**src/rtl/keypad_scan_ctrl.sv**
```systemverilog
// 4x4 keypad column scanner with press/release debounce and a one-deep key register.
// A key is accepted one cycle after its press debounce; a key arriving while key_valid is still set is dropped and flags overrun.
module keypad_scan_ctrl #(
    parameter int SCAN_DIV     = 50_000,
    parameter int DEBOUNCE_MAX = 999_999
) (
    input  logic       clock,
    input  logic       reset,
    input  logic       enable,
    input  logic [3:0] row,
    output logic [3:0] col,
    output logic [3:0] key_code,
    output logic       key_valid,
    input  logic       key_ack,
    output logic       overrun
);

    localparam int SCAN_W = (SCAN_DIV > 1) ? $clog2(SCAN_DIV) : 1;
    localparam int DEB_W  = (DEBOUNCE_MAX > 0) ? $clog2(DEBOUNCE_MAX + 1) : 1;
    localparam logic [SCAN_W-1:0] SCAN_LAST = SCAN_W'(SCAN_DIV - 1);
    localparam logic [DEB_W-1:0]  DEB_LAST  = DEB_W'(DEBOUNCE_MAX - 1);

    typedef enum logic [2:0] {
        IDLE, SCAN, DEBOUNCE, PRESSED, HOLD, RELEASE
    } state_t;

    state_t            state_q, state_d;
    logic [3:0]        col_q, col_d;
    logic [SCAN_W-1:0] scan_cnt_q, scan_cnt_d;
    logic [DEB_W-1:0]  deb_cnt_q, deb_cnt_d;
    logic [3:0]        row_lat_q, row_lat_d;
    logic [1:0]        col_idx_q, col_idx_d;
    logic [3:0]        row_s1_q, row_s1_d;
    logic [3:0]        row_s_q, row_s_d;
    logic [3:0]        key_code_q, key_code_d;
    logic              key_valid_q, key_valid_d;
    logic              overrun_q, overrun_d;

    logic [3:0] col_next;
    logic       row_onehot;
    logic       key_load;
    logic       key_lost;
    logic       key_taken;

    function automatic logic [1:0] onehot_idx(input logic [3:0] oh);
        logic [1:0] idx;
        idx = 2'd0;
        if (oh[1]) idx = 2'd1;
        if (oh[2]) idx = 2'd2;
        if (oh[3]) idx = 2'd3;
        return idx;
    endfunction

    assign col_next   = {col_q[2:0], col_q[3]};
    assign row_onehot = (row_s_q != 4'd0) && ((row_s_q & (row_s_q - 4'd1)) == 4'd0);

    always_comb begin
        state_d    = state_q;
        col_d      = col_q;
        scan_cnt_d = scan_cnt_q;
        deb_cnt_d  = deb_cnt_q;
        row_lat_d  = row_lat_q;
        col_idx_d  = col_idx_q;
        row_s1_d   = row;
        row_s_d    = row_s1_q;

        if (!enable) begin
            state_d    = IDLE;
            col_d      = 4'd0;
            scan_cnt_d = '0;
            deb_cnt_d  = '0;
        end else begin
            case (state_q)
                IDLE: begin
                    state_d    = SCAN;
                    col_d      = 4'b0001;
                    scan_cnt_d = '0;
                    deb_cnt_d  = '0;
                end
                SCAN: begin
                    if (scan_cnt_q == SCAN_LAST) begin
                        if (row_onehot) begin
                            state_d   = DEBOUNCE;
                            row_lat_d = row_s_q;
                            col_idx_d = onehot_idx(col_q);
                            deb_cnt_d = '0;
                        end else begin
                            col_d      = col_next;
                            scan_cnt_d = '0;
                        end
                    end else begin
                        scan_cnt_d = scan_cnt_q + SCAN_W'(1);
                    end
                end
                DEBOUNCE: begin
                    if (deb_cnt_q == DEB_LAST) begin
                        if (row_s_q == row_lat_q) begin
                            state_d = PRESSED;
                        end else begin
                            state_d    = SCAN;
                            col_d      = col_next;
                            scan_cnt_d = '0;
                        end
                    end else begin
                        deb_cnt_d = deb_cnt_q + DEB_W'(1);
                    end
                end
                PRESSED: state_d = HOLD;
                HOLD: begin
                    if (row_s_q == 4'd0) begin
                        state_d   = RELEASE;
                        deb_cnt_d = '0;
                    end
                end
                RELEASE: begin
                    if (deb_cnt_q == DEB_LAST) begin
                        if (row_s_q == 4'd0) begin
                            state_d    = SCAN;
                            col_d      = col_next;
                            scan_cnt_d = '0;
                        end else begin
                            state_d = HOLD;
                        end
                    end else begin
                        deb_cnt_d = deb_cnt_q + DEB_W'(1);
                    end
                end
                default: begin
                    state_d = IDLE;
                    col_d   = 4'd0;
                end
            endcase
        end
    end

    // A key may replace the held one only if it is consumed in the very same cycle.
    assign key_taken = key_valid_q && key_ack;
    assign key_load  = enable && (state_q == PRESSED) && (!key_valid_q || key_ack);
    assign key_lost  = enable && (state_q == PRESSED) && key_valid_q && !key_ack;

    always_comb begin
        key_code_d  = key_code_q;
        key_valid_d = key_valid_q;
        overrun_d   = overrun_q;
        if (key_load) begin
            key_code_d  = {onehot_idx(row_lat_q), col_idx_q};
            key_valid_d = 1'b1;
        end else if (key_taken) begin
            key_valid_d = 1'b0;
        end
        if (key_lost) begin
            overrun_d = 1'b1;
        end else if (key_taken) begin
            overrun_d = 1'b0;
        end
    end

    always_ff @(posedge clock or negedge reset) begin
        if (!reset) begin
            state_q     <= IDLE;
            col_q       <= 4'd0;
            scan_cnt_q  <= '0;
            deb_cnt_q   <= '0;
            row_lat_q   <= 4'd0;
            col_idx_q   <= 2'd0;
            row_s1_q    <= 4'd0;
            row_s_q     <= 4'd0;
            key_code_q  <= 4'd0;
            key_valid_q <= 1'b0;
            overrun_q   <= 1'b0;
        end else begin
            state_q     <= state_d;
            col_q       <= col_d;
            scan_cnt_q  <= scan_cnt_d;
            deb_cnt_q   <= deb_cnt_d;
            row_lat_q   <= row_lat_d;
            col_idx_q   <= col_idx_d;
            row_s1_q    <= row_s1_d;
            row_s_q     <= row_s_d;
            key_code_q  <= key_code_d;
            key_valid_q <= key_valid_d;
            overrun_q   <= overrun_d;
        end
    end

    assign col       = col_q;
    assign key_code  = key_code_q;
    assign key_valid = key_valid_q;
    assign overrun   = overrun_q;

endmodule

```
**config.mk**
```make
export PLATFORM = sky130hd
export DESIGN_NAME = keypad_scan_ctrl
export DESIGN_NICKNAME = d
export VERILOG_FILES = /design/src/rtl/keypad_scan_ctrl.sv
export SDC_FILE = /design/constraint.sdc
export NUM_CORES = 1
export LEC_CHECK = 0
export CORE_MARGIN = 2
export CORE_UTILIZATION = 40
export CTS_BUF_LIST = sky130_fd_sc_hd__clkbuf_4
export DETAILED_ROUTE_END_ITERATION = 8
export GPL_TIMING_DRIVEN = 1
export HOLD_SLACK_MARGIN = 0.08
export PLACE_DENSITY = 0.55
export RECOVER_POWER = 25
export SETUP_SLACK_MARGIN = 0.1
export SYNTH_ARGS = -nofsm -noshare
export SYNTH_HDL_FRONTEND = slang
export SYNTH_SLANG_ARGS = --single-unit
```
**constraint.sdc**
```tcl
create_clock -name clock -period 4.85 [get_ports clock]
set_input_delay 0.97 -clock clock [delete_from_list [all_inputs] [get_ports clock]]
set_output_delay 0.97 -clock clock [all_outputs]
set_load 0.05 [all_outputs]
```
==> results.toml <==
[synthesis]
synth-seq-area-share_pct = 44.3
netlist.area_leader.share_pct = 44.3
ys_seq_elements = 63
synth_top_flop_cell = "dfrtp_1"
syn_nets = 376
yosysMostFrequentCell = "dfrtp_1"
synth_common_cells = "dfrtp_1 (63), nand2_1 (34), nor2_1 (29), o21ai_0 (29), a21oi_1 (26)"
synth-edff-count = 0
yosys_warnings = 0
synth_cells = 365
synth.distinct_cells = 59
synthArstFlopShare_pct = 100
synth_top_cell_by_area = "dfrtp_1"
synth_area_mm2 = 0.00356
syn_area_per_cell_um2 = 9.75
yosys-top-cells-area = "dfrtp_1 (44%), o21ai_0 (4.1%), a21oi_1 (3.7%)"

[placed_design]
io_buffers = 17
place_ws_ns = 1.38
dpl.hpwl_mm = 5.04
place.gp.congestion = 0.816

[sta]
tightest_slew_ns = 1.68
setup_slack_ns = 1.80
rsz0062_at_grt = "false"
skew_ns = 0.0245
fin_crit_ns = 3.05
timing.fmax_mhz = 327
post-route-period-util_pct = 63.0
slew_violations = 32
finalHoldViolations = 0
tns_ns = 0
max-slew-margin-rel_pct = -11.8
finalSetupViolations = 0

[cts]
numCtsBuffers = 9
cts.path.max_buffers = 2
cts_setup_buffers = 0
postCtsHoldBufs = 0
cts_root_buf = "clkbuf_4"
clk-insertion-delay-late_ns = 0.41
clk_pin_slew_worst_paths_ns = 0.12
cts_resized = 0
cts_tree = "yes"
clkSinkCount = 63
h-tree-depth = 3

[finish]
drive_gt1_share_pct = 12.3
ff_latch_area_mm2 = 0.00158
multi_input_area_mm2 = 0.00180
fill_cells = 847
final_core_util_pct = 44.8
diodes = 0
nets = 388
syn2layout_area_growth_pct = 9.21

[critical_path]
critPathArrivalTime_ns = 3.38
startpoint_type = "input pin"
rr_startpoint = "state_q[1]"
crit_fanout = 22
cp-end-kind = "register"
cp-endpoint = "scan_cnt_q[8]"
worstRegToRegCells = 5
crit_start = "enable"
r2r_slack_ns = 2.29
crit_required_ns = 5.18
r2r_end = "scan_cnt_q[8]"
path_class = "in -> reg"

[global_routing]
grt_use_total_pct = 16.4
grt_pass1_vias = 2648
grt.overflow.total = 0
antenna_found_initial = 0
grt_max_degree = 34
grt_pass1_wl_mm = 12.9

[floorplan]
io_pins = 18
chipHeight_um = 98.3
die_area_mm2 = 0.00967
fp.dieW_um = 98.3
start_util_pct = 41.0
core_mm2 = 0.00868
num_rows = 34

[drt]
wire_per_inst_um = 14.9
wl_mm = 7.30
drtPass1Iterations = 4
drtAntennaViolNets = 0
num_vias = 2728
drc_errors = 0
drt_iter0_drc = 107
vias_per_cell = 5.57

[worst_hold_path]
hp-class = "reg -> reg"
hp-start = "row_s1_q[3]"

[outcome]
status = "finished with violations"
violations = "capacitance limit, slew limit"

[flow_run]
cap_violations = 1

[power]
combinationalPowerShare_pct = 35.1
p_clk_share_pct = 24.1
p_int_mw = 0.996
ir_drop_mv = 0.234
power.leakage_nw = 1.57
sw_frac_of_total_pct = 40.4
p_sw_mw = 0.676
p_per_area_mw_per_mm2 = 430
pwr-share-seq_pct = 40.8
sequential cells by signal, indices dropped and copies added (netlist names):
register / cells
key_code: 4
row_s_q: 4
state_q: 3
col: 4
scan_cnt_q: 16
row_s1_q: 4
key_valid: 1
col_idx_q: 2
row_lat_q: 4
overrun: 1
deb_cnt_q: 20
cells in the final DEF (no fill, tap or decap), types with 3 or more instances in the layout:
cell type,instances
clkbuf_4,9
and2_1,3
nor4_1,3
inv_1,9
o21a_1,4
nand2b_1,6
nor2_1,29
a21oi_1,26
and4bb_2,3
a31oi_4,6
xor2_1,9
o21ai_0,29
mux2_2,5
nor3_1,6
dfrtp_1,63
nand2_1,34
and4_1,5
a31oi_1,12
nand4_1,10
o211ai_1,5
buf_4,3
dlygate4sd3_1,4
or3_1,4
and3_1,9
clkdlybuf4s50_1,12
nand3_1,19
o31ai_1,8
ha_1,3
layer usage:
layer	wire length (µm)	GRT usage, %	up-vias
li1	-	-	1372
met1	3680	23.0	1326
met2	3390	25.1	22
met3	141	3.72	8
met4	83	6.01	0
met5	0	0	-
cell type report:
cell class | instances | share of cell area (%)
clock inverter | 7 | 2.25
sequential | 63 | 40.6
clock buffer | 9 | 1.74
tap | 108 | 3.48
multi-input combinational | 274 | 46.3
inverter | 9 | 0.869
timing repair buffer | 20 | 4.80
kinds of logic after synthesis:
kind of cell	Yosys count	synth area share [%]
compound gates	102	20.2
xor+xnor	10	2.46
simple gates	153	25.0
fa+ha+maj	3	1.05
mux	6	1.86
flops	63	44.3
buf+inv	28	5.13
through the flow:
| stage | instance area, µm² | instances | power (mW) | hold slack (ns) |
|---|---|---|---|---|
| 2_1_floorplan | 3560 | 365 | 1.16 | 0.331 |
| 3_3_place_gp | 3730 | 474 | 1.28 | 0.333 |
| 3_5_place_dp | 3730 | 474 | 1.29 | 0.338 |
| 4_1_cts | 3890 | 490 | 1.70 | 0.345 |
| 5_1_grt | 3890 | 490 | 1.78 | 0.337 |
| 6_report | 3890 | 490 | 1.67 | 0.336 |
power groups by stage:
stage	Sequential [mW]	Combinational (mW)	Clock, mW
after floorplan	0.739	0.422	0
after global placement	0.691	0.590	0
after detailed placement	0.692	0.596	0
after CTS	0.682	0.596	0.417
after global routing	0.695	0.648	0.441
final	0.682	0.587	0.402
how the worst min path moves through the flow:
stage	to	slack, ns	cells after the start
after floorplan	row_s_q[0]	0.33	0
after global placement	row_s_q[2]	0.33	0
after detailed placement	row_s_q[1]	0.34	0
after CTS	row_s_q[3]	0.34	0
after global routing	row_s_q[3]	0.34	0
final	row_s_q[3]	0.34	0
critical path: stages:
cell and delay (ns):
clkdlybuf4s50_1 0.46, buf_4 0.21, nor3b_4 0.51, and2_1 0.68, o21ai_0 0.32, a31oi_4 0.24
Power figures use the tool's default switching activity.
